`src/rtl/multicycle_datapath_if.sv`:
```
// Shared instruction/data memory port between the multicycle datapath and memory.
//   mem_req   : access request (master -> slave)
//   mem_we    : write qualifier, meaningful only while mem_req=1
//   mem_addr  : word address
//   mem_wdata : store data
//   mem_rdata : read data, valid in the cycle mem_ready=1
//   mem_ready : access completes in this cycle
interface multicycle_datapath_if #(
    parameter int unsigned WIDTH = 32
);
    logic             mem_req;
    logic             mem_we;
    logic [WIDTH-1:0] mem_addr;
    logic [WIDTH-1:0] mem_wdata;
    logic [WIDTH-1:0] mem_rdata;
    logic             mem_ready;

    modport master (
        output mem_req, mem_we, mem_addr, mem_wdata,
        input  mem_rdata, mem_ready
    );

    modport slave (
        input  mem_req, mem_we, mem_addr, mem_wdata,
        output mem_rdata, mem_ready
    );
endinterface

```
`src/rtl/multicycle_datapath.sv`:
```
// Multicycle MIPS-style datapath: FETCH/DECODE/EXEC/MEM/WB sequencer around PC, IR,
// A, B, ALUOut, MDR and a register file, with one shared req/ready memory port.
// Ports:
//   clk, reset           : clock, synchronous active-low reset
//   memtoreg..alucontrol : control bits from the external decoder (decodes instr)
//   mem                  : memory master port (req/we/addr/wdata out, rdata/ready in)
//   instr, pc, state     : IR contents, program counter, sequencer state
//   zero                 : combinational ALU result == 0
//   dbg_addr, dbg_data   : combinational register-file debug read
module multicycle_datapath #(
    parameter int unsigned WIDTH   = 32,
    parameter int unsigned REGBITS = 5
) (
    input  logic                 clk,
    input  logic                 reset,
    input  logic                 memtoreg,
    input  logic                 memread,
    input  logic                 memwrite,
    input  logic                 branch,
    input  logic                 jump,
    input  logic                 alusrc,
    input  logic                 regdst,
    input  logic                 regwrite,
    input  logic [2:0]           alucontrol,
    multicycle_datapath_if.master mem,
    output logic [31:0]          instr,
    output logic [WIDTH-1:0]     pc,
    output logic [2:0]           state,
    output logic                 zero,
    input  logic [REGBITS-1:0]   dbg_addr,
    output logic [WIDTH-1:0]     dbg_data
);
    localparam int unsigned NREGS = 2 ** REGBITS;

    typedef enum logic [2:0] {
        S_FETCH  = 3'd0,
        S_DECODE = 3'd1,
        S_EXEC   = 3'd2,
        S_MEM    = 3'd3,
        S_WB     = 3'd4
    } state_t;

    state_t           state_q, state_d;
    logic [WIDTH-1:0] pc_q, pc_d;
    logic [31:0]      ir_q, ir_d;
    logic [WIDTH-1:0] a_q, a_d, b_q, b_d;
    logic [WIDTH-1:0] aluout_q, aluout_d, mdr_q, mdr_d;
    // Low for the first cycle after reset so a pending request drops immediately.
    logic             run_q;

    logic [WIDTH-1:0] rf [NREGS];

    logic [REGBITS-1:0] ra_c, rb_c, wa_c;
    logic [WIDTH-1:0]   rfa_c, rfb_c, wdata_c;
    logic [WIDTH-1:0]   signimm_c, srcb_c, alu_c;
    logic               rf_we_c, acc_done_c;

    // Field decode; REGBITS'() truncates (or widens) the 5-bit register fields.
    assign ra_c      = REGBITS'(ir_q[25:21]);
    assign rb_c      = REGBITS'(ir_q[20:16]);
    assign wa_c      = regdst ? REGBITS'(ir_q[15:11]) : rb_c;
    assign wdata_c   = memtoreg ? mdr_q : aluout_q;
    assign signimm_c = {{(WIDTH-16){ir_q[15]}}, ir_q[15:0]};
    assign srcb_c    = alusrc ? signimm_c : b_q;

    // r0 reads as zero regardless of array contents.
    assign rfa_c    = (ra_c == '0) ? '0 : rf[ra_c];
    assign rfb_c    = (rb_c == '0) ? '0 : rf[rb_c];
    assign dbg_data = (dbg_addr == '0) ? '0 : rf[dbg_addr];

    // ALU
    always_comb begin
        alu_c = '0;
        case (alucontrol)
            3'b010:  alu_c = a_q + srcb_c;
            3'b110:  alu_c = a_q - srcb_c;
            3'b000:  alu_c = a_q & srcb_c;
            3'b001:  alu_c = a_q | srcb_c;
            3'b111:  alu_c = WIDTH'($signed(a_q) < $signed(srcb_c));
            default: alu_c = '0;
        endcase
    end
    assign zero = (alu_c == '0);

    // Memory port: only FETCH and MEM request; addr/we/wdata come from flops so they hold.
    assign mem.mem_req   = run_q && ((state_q == S_FETCH) || (state_q == S_MEM));
    assign mem.mem_we    = (state_q == S_MEM) && memwrite;
    assign mem.mem_addr  = (state_q == S_MEM) ? aluout_q : pc_q;
    assign mem.mem_wdata = b_q;
    assign acc_done_c    = mem.mem_req && mem.mem_ready;

    assign instr = ir_q;
    assign pc    = pc_q;
    assign state = state_q;

    // Sequencer next-state and datapath register updates
    always_comb begin
        state_d  = state_q;
        pc_d     = pc_q;
        ir_d     = ir_q;
        a_d      = a_q;
        b_d      = b_q;
        aluout_d = aluout_q;
        mdr_d    = mdr_q;
        rf_we_c  = 1'b0;
        case (state_q)
            S_FETCH: begin
                if (acc_done_c) begin
                    ir_d    = mem.mem_rdata[31:0];
                    pc_d    = pc_q + WIDTH'(1);
                    state_d = S_DECODE;
                end
            end
            S_DECODE: begin
                a_d     = rfa_c;
                b_d     = rfb_c;
                state_d = S_EXEC;
            end
            S_EXEC: begin
                aluout_d = alu_c;
                if (jump) begin
                    pc_d    = {pc_q[WIDTH-1:26], ir_q[25:0]};
                    state_d = S_FETCH;
                end else if (branch) begin
                    if (zero) pc_d = pc_q + signimm_c;
                    state_d = S_FETCH;
                end else if (memread || memwrite) begin
                    state_d = S_MEM;
                end else begin
                    state_d = S_WB;
                end
            end
            S_MEM: begin
                if (acc_done_c) begin
                    if (memwrite) begin
                        state_d = S_FETCH;
                    end else begin
                        mdr_d   = mem.mem_rdata;
                        state_d = S_WB;
                    end
                end
            end
            S_WB: begin
                rf_we_c = regwrite;
                state_d = S_FETCH;
            end
            default: state_d = S_FETCH;
        endcase
    end

    // Architectural state registers
    always_ff @(posedge clk) begin
        if (!reset) begin
            state_q  <= S_FETCH;
            pc_q     <= '0;
            ir_q     <= '0;
            a_q      <= '0;
            b_q      <= '0;
            aluout_q <= '0;
            mdr_q    <= '0;
            run_q    <= 1'b0;
        end else begin
            state_q  <= state_d;
            pc_q     <= pc_d;
            ir_q     <= ir_d;
            a_q      <= a_d;
            b_q      <= b_d;
            aluout_q <= aluout_d;
            mdr_q    <= mdr_d;
            run_q    <= 1'b1;
        end
    end

    // Register file: not reset; a reset edge suppresses the write.
    always_ff @(posedge clk) begin
        if (reset && rf_we_c && (wa_c != '0)) begin
            rf[wa_c] <= wdata_c;
        end
    end
endmodule

```
`src/flat_wrapper.sv`:
```
// flat-port wrapper written by rule: the top's interface ports become plain ports
module multicycle_datapath_flat 
#(
    parameter int unsigned WIDTH   = 32,
    parameter int unsigned REGBITS = 5
)
  (clk, reset, memtoreg, memread, memwrite, branch, jump, alusrc, regdst, regwrite, alucontrol, instr, pc, state, zero, dbg_addr, dbg_data, mem_mem_req, mem_mem_we, mem_mem_addr, mem_mem_wdata, mem_mem_rdata, mem_mem_ready);
  multicycle_datapath_if #(.WIDTH(WIDTH)) mem_i ();
  input  logic clk;
  input  logic reset;
  input  logic memtoreg;
  input  logic memread;
  input  logic memwrite;
  input  logic branch;
  input  logic jump;
  input  logic alusrc;
  input  logic regdst;
  input  logic regwrite;
  input  logic [2:0] alucontrol;
  output logic [31:0] instr;
  output logic [WIDTH-1:0] pc;
  output logic [2:0] state;
  output logic zero;
  input  logic [REGBITS-1:0] dbg_addr;
  output logic [WIDTH-1:0] dbg_data;
  output wire logic [$bits(mem_i.mem_req)-1:0] mem_mem_req;
  output wire logic [$bits(mem_i.mem_we)-1:0] mem_mem_we;
  output wire logic [$bits(mem_i.mem_addr)-1:0] mem_mem_addr;
  output wire logic [$bits(mem_i.mem_wdata)-1:0] mem_mem_wdata;
  input wire logic [$bits(mem_i.mem_rdata)-1:0] mem_mem_rdata;
  input wire logic [$bits(mem_i.mem_ready)-1:0] mem_mem_ready;
  assign mem_mem_req = mem_i.mem_req;
  assign mem_mem_we = mem_i.mem_we;
  assign mem_mem_addr = mem_i.mem_addr;
  assign mem_mem_wdata = mem_i.mem_wdata;
  assign mem_i.mem_rdata = mem_mem_rdata;
  assign mem_i.mem_ready = mem_mem_ready;
  multicycle_datapath #(.WIDTH(WIDTH), .REGBITS(REGBITS)) u_core (.clk(clk), .reset(reset), .memtoreg(memtoreg), .memread(memread), .memwrite(memwrite), .branch(branch), .jump(jump), .alusrc(alusrc), .regdst(regdst), .regwrite(regwrite), .alucontrol(alucontrol), .mem(mem_i), .instr(instr), .pc(pc), .state(state), .zero(zero), .dbg_addr(dbg_addr), .dbg_data(dbg_data));
endmodule
```
`config.mk`:
```
export PLATFORM = sky130hd
export DESIGN_NAME = multicycle_datapath_flat
export DESIGN_NICKNAME = d
export VERILOG_FILES = /design/src/rtl/multicycle_datapath_if.sv /design/src/rtl/multicycle_datapath.sv /design/src/flat_wrapper.sv
export SDC_FILE = /design/constraint.sdc
export NUM_CORES = 2
export LEC_CHECK = 0
export ABC_CLOCK_PERIOD_IN_PS = 6500
export CORE_MARGIN = 4
export CORE_UTILIZATION = 32
export DETAILED_ROUTE_END_ITERATION = 8
export PLACE_DENSITY_LB_ADDON = 0.25
export SYNTH_ARGS = -nofsm -noshare
export SYNTH_HDL_FRONTEND = slang
export SYNTH_SLANG_ARGS = --single-unit
```
`constraint.sdc`:
```
create_clock -name clk -period 6.5 [get_ports clk]
set_clock_uncertainty 0.05 [all_clocks]
set_input_delay 0.65 -clock clk [delete_from_list [all_inputs] [get_ports clk]]
set_output_delay 0.65 -clock clk [all_outputs]
set_load 0.05 [all_outputs]
```
# Word-level counts from Yosys, hierarchy flattened
# Memories as Yosys holds them, arrays and structs flattened. A register that Yosys moved wholly into a read port is not among the register bits.
# Cells that the tools add are included.
[word_totals] ff_bits=196 ram_bits=1024 wordCells=81 mem_count=1
[memory_table] name="u_core.rf" depth=32 width=32 rd=3 rd_ports_with_merged_regs=2 wr=1 line_no="multicycle_datapath.sv:51" rtl="logic [WIDTH-1:0] rf [NREGS];"
[classes] n_addsub=4 n_lt_le_gt_ge=1 n_eq_ne=15 muxes=28 n_bitwise=3 n_reduce_logical=20
[op_table] cell="two-way mux 32 bit" n=10
[op_table] cell="one-hot mux 32 bit (5 select lines)" n=1
[op_table] cell="adder 32 bit" n=2
[op_table] cell="one-hot mux 32 bit (2 select lines)" n=1
[op_table] cell="adder 32 x 1 -> 32 bit (second input constant)" n=1
[op_table] cell="bitwise AND 32 bit" n=1
[op_table] cell="zero test 32 bit" n=1
[op_table] cell="< comparator 32 bit" n=1
[op_table] cell="OR 32 bit" n=1
[op_table] cell="subtractor 32 bit" n=1
[op_table] cell="two-way mux 5 bit" n=5
[op_table] cell="two-way mux 3 bit" n=6
[op_table] cell="zero test 5 bit" n=3
[op_table] cell="one-hot mux 3 bit (4 select lines)" n=1
[op_table] cell="equality test 3 x 2 -> 1 bit (second input constant)" n=3
[op_table] cell="equality test 3 bit (second input constant)" n=3
[op_table] cell="equality test 3 x 1 -> 1 bit (second input constant)" n=2
[op_table] cell="zero test 3 bit" n=2
[op_table] cell="inequality test 2 bit (second input constant)" n=3
[op_table] cell="inequality test 3 bit (second input constant)" n=2
[op_table] cell="logical AND 1 bit" n=5
[op_table] cell="AND reduction 5 bit" n=1
[op_table] cell="nonzero test 5 bit" n=1
[op_table] cell="two-way mux 1 bit" n=4
[op_table] cell="7 further kinds" n=10

# Longest topological paths before layout
[logic_depth] depth_word=8 mapped_depth=21 mapped_depth_nobuf=17

# Worst setup path before layout
# No wires, ideal clock.
[synth_path] path_kind="in2out" from="input port alusrc" to="output port zero" arrival_time_ps=5627 required_time_ps=5800 slack_ps=173 stages=16 path_buffers=2 cell_sequence="clkbuf_1 > clkbuf_1 > mux2i_1 > inv_1 > ha_1 > fa_1 > nor2_1 > o311ai_2 > a211oi_2 > a311o_2 > a21oi_1 > or4b_1 > nand3b_1 > and4b_1 > nand4_2 > nor3_1"
[synth_via] elab_chain_cells=4 elab_cells_between_ends=8 classes_between="add/sub (2); order compare (1); mux (2); bitwise (2); reduce/logical (1)"
[synth_rtl] item="start: declaration" line_no="flat_wrapper.sv:16" rtl="input logic alusrc;"
[synth_rtl] item="two-way mux 32 bit *" line_no="multicycle_datapath.sv:64" rtl="assign srcb_c = alusrc ? signimm_c : b_q;"
[synth_rtl] item="subtractor 32 bit, or another cell as far along" line_no="multicycle_datapath.sv:76" rtl="3'b110: alu_c = a_q - srcb_c;"
[synth_rtl] item="one-hot mux 32 bit (5 select lines) *" line_no="multicycle_datapath.sv:74" rtl="case (alucontrol)"
[synth_rtl] item="zero test 32 bit *" line_no="multicycle_datapath.sv:83" rtl="assign zero = (alu_c == '0);"
[synth_rtl] item="end: declaration" line_no="flat_wrapper.sv:23" rtl="output logic zero;"
# Mark *: on every way between the ends. The rest lies on a longest branch, timed or not.

# Final worst setup path
# Ends and elaborated chain as after synthesis.

==> results.ini <==
[synthesis]
synth_edf_count = 1024
synth-seq-cells = 1230
synth_compound_area_share_pct = 6.09
synth_simple_gate_area_share_pct = 5.98
async_flop_share_pct = 0
synth_fa_ha_area_share_pct = 2.51
synth.top_cells.by_area = edfxtp_1 43%, mux4_2 30%, dfxtp_1 5.8%
ys_seq_area_share_pct = 48.9
synthMuxAreaShare_pct = 33.2
yosys.area.top_type_share_pct = 43.2
synthXorXnorAreaFrac_pct = 0.553
synth_top_area_cell = edfxtp_1
ys_types = 87
yosys_most_used_dff = edfxtp_1
synth_top_family_by_area = multiplexers
synth_cells = 4706
syn-cell-area_um2 = 71300
avgSynthCellArea_um2 = 15.1
yosysWarnings = 0

[setup_path]
crit_type = in2out
arrival_ns = 5.45
cp.required_ns = 5.80
critPathMaxFanout = 13
cp-end-kind = output pin
worstRegToRegCells = 18
worstSetupStartpointType = primary input

[pwr]
p_switching_mw = 4.92
p_leak_nw = 25.3
peakVddDrop_v = 0.000223
power_per_cell_area_nw_per_um2 = 231
combPwrFrac_pct = 12.6
pwr-share-seq_pct = 45.4
p_int_mw = 14.1
p_clk_share_pct = 42.0
switching_share_pct = 25.9

[finish]
syn2layout_area_growth_pct = 15.6
seq_area_um2 = 34900
drive_gt1_share_pct = 30.1
fin_nets = 5086
fin_util_pct = 37.3
multi_input_area_um2 = 34900
final_cell_mix = 1024 x edfxtp_1, 960 x mux4_2, 335 x nor2_1
layout_commonest_cell = edfxtp_1
final.fill_count = 20412

[drt]
first_iter_violations = 6575
ant_nets = 0
vias_per_cell = 6.12
drc = 0
dr.pass1.iters = 6
vias = 48767
avgRoutedWirePerCell_um = 33.6
wl_mm = 267

[sta]
layout_worst_path_cycle_share_pct = 94.7
fin_crit_ns = 6.15
fin_tns_setup_ns = 0
worst_pin_slew_ns = 1.26
rsz0062_at_grt = false
fmax_ghz = 0.163
max_slew_margin_pct = 15.8
finalSetupViolations = 0
report.final.hold_viol_count = 0
slew_violations = 0

[grt]
grtUsageTotal_pct = 22.8
grt_pass1_wl_mm = 375
grt_max_degree = 95
antenna_found_initial = 7
overflow = 0
grt_pass1_vias = 47848

[floorplanning]
num_io_pins = 217
core_area_um2 = 221000
rows = 172
die_w_um = 480
die_h_um = 480
fp.dieArea_um2 = 230000
start_util_pct = 32.3

[clock_network]
root_buffer = clkbuf_16
cts_made_buffers = 139
tritoncts = done
clock-sinks = 1230
clock_path_buffers = 3
clkLatencyLatePin_ns = 0.80
cts-htree-levels = 4
clkTransAtPathRegs_ns = 0.06

[place]
globalplace.congestion = 0.952
hpwlAfterDp_mm = 172
io_buffers = 216

[job]
maxCapViolations = 0

[min_path]
holdPathStages = 3
hp-class = in2reg

[outcome]
outcome = complete, no violations

-- registers in the layout, summed over array words and instances, names as in the netlist, named ones only --
name	cells
u_core.state	3
u_core.pc	32
u_core.aluout_q	32
u_core.run_q	1
u_core.mdr_q	32
u_core.mem.mem_wdata	32
u_core.a_q	32
u_core.instr	32
u_core.rf	1024
-- per-stage QoR --
| step | instances | worst slack, ns | total power [mW] | hold WS [ns] | instance area (µm²) |
|---|---|---|---|---|---|
| finish | 7964 | 0.348 | 19.0 | 0.382 | 82300 |
| global route | 7962 | 0.0443 | 19.6 | 0.368 | 82300 |
| CTS | 7961 | 0.0213 | 19.2 | 0.318 | 82300 |
| detailed placement | 7710 | 0.00432 | 11.2 | 0.397 | 77800 |
| global placement | 7710 | 0.0451 | 11.2 | 0.390 | 77800 |
| floorplan | 4737 | 0.173 | 10.3 | 0.383 | 71400 |
-- logic make-up (layout without fill, tap and decap cells) --
family,after synthesis,after routing
buffers and inverters,503,770
flip-flops,1230,1230
AO/OA/AOI/OAI,690,690
multiplexers,1157,1157
XOR/XNOR,45,45
adder cells (fa/ha/maj),141,141
AND/OR/NAND/NOR,939,939
other,1,34
-- synth_stat cells, types with 15 or more instances --
| master | count |
|---|---|
| a211oi_1 | 49 |
| a21o_1 | 18 |
| a21oi_1 | 288 |
| a31oi_1 | 27 |
| and3_1 | 17 |
| buf_1 | 113 |
| buf_2 | 16 |
| clkbuf_1 | 251 |
| dfxtp_1 | 206 |
| edfxtp_1 | 1024 |
| ha_1 | 138 |
| inv_1 | 118 |
| mux2_2 | 66 |
| mux2i_1 | 130 |
| mux4_2 | 960 |
| nand2_1 | 271 |
| nand2b_1 | 22 |
| nand3_1 | 45 |
| nand4_1 | 24 |
| nor2_1 | 367 |
| nor2b_1 | 24 |
| nor3_1 | 60 |
| nor4_1 | 22 |
| o211ai_1 | 28 |
| o21ai_0 | 102 |
| o22ai_1 | 21 |
| o31ai_1 | 17 |
| o32ai_1 | 15 |
| or3_1 | 19 |
| xnor2_1 | 29 |
| xor2_1 | 16 |
-- worst max-delay path, stage by stage --
cell            delay (ns)
dlymetal6s2s_1        0.47
buf_4                 0.33
mux2i_1               0.32
ha_1                  0.44
or3_1                 0.43
or4_1                 0.55
nand3_1               0.18
o22ai_1               0.17
o31ai_1               0.40
xnor2_1               0.11
a211oi_1              0.31
and4_1                0.26
nand4_1               0.26
nor3_1                0.24
buf_4                 0.18
buf_12                0.13
-- per-layer routing --
layer | wire length [µm] | GRT usage [%]
met1 | 107000 | 31.0
met2 | 127000 | 36.7
met3 | 25300 | 5.03
met4 | 8290 | 6.77
met5 | 20 | 0
-- layout make-up --
class	instances	area share [%]
sequential	1230	42.4
multi-input combinational	3004	42.4
timing repair buffer	398	4.63
clock buffer	177	4.60
tap	2958	4.49
clock inverter	74	0.936
inverter	121	0.558
antenna	2	0.00608
-- power groups by stage --
stage	clock network (mW)	registers [mW]	logic [mW]
finish	7.98	8.63	2.40
detailed placement	0	8.80	2.38
global route	8.47	8.63	2.52
CTS	8.14	8.63	2.39
floorplan	0	8.77	1.54
global placement	0	8.80	2.39
-- path summary, 6_finish.rpt --
check,startpoint,endpoint,slack (ns)
max,alusrc,zero,0.35
min,mem_mem_rdata[3],u_core.mdr_q[3]$_SDFFE_PN0P_,0.38
max reg2reg,u_core.instr[0]$_SDFFE_PN0P_,u_core.pc[18]$_SDFFE_PN0P_,1.16
min reg2reg,u_core.mdr_q[22]$_SDFFE_PN0P_,u_core.mdr_q[22]$_SDFFE_PN0P_,0.41
-- repair_timing --
action                     4_1_cts  5_1_grt
hold buffers                     0        0
pin swaps                        0        1
gates resized for setup          1        4
buffers inserted                 0        1
setup endpoints to repair        1        1
Note: power is estimated with default switching activity, not from simulation.
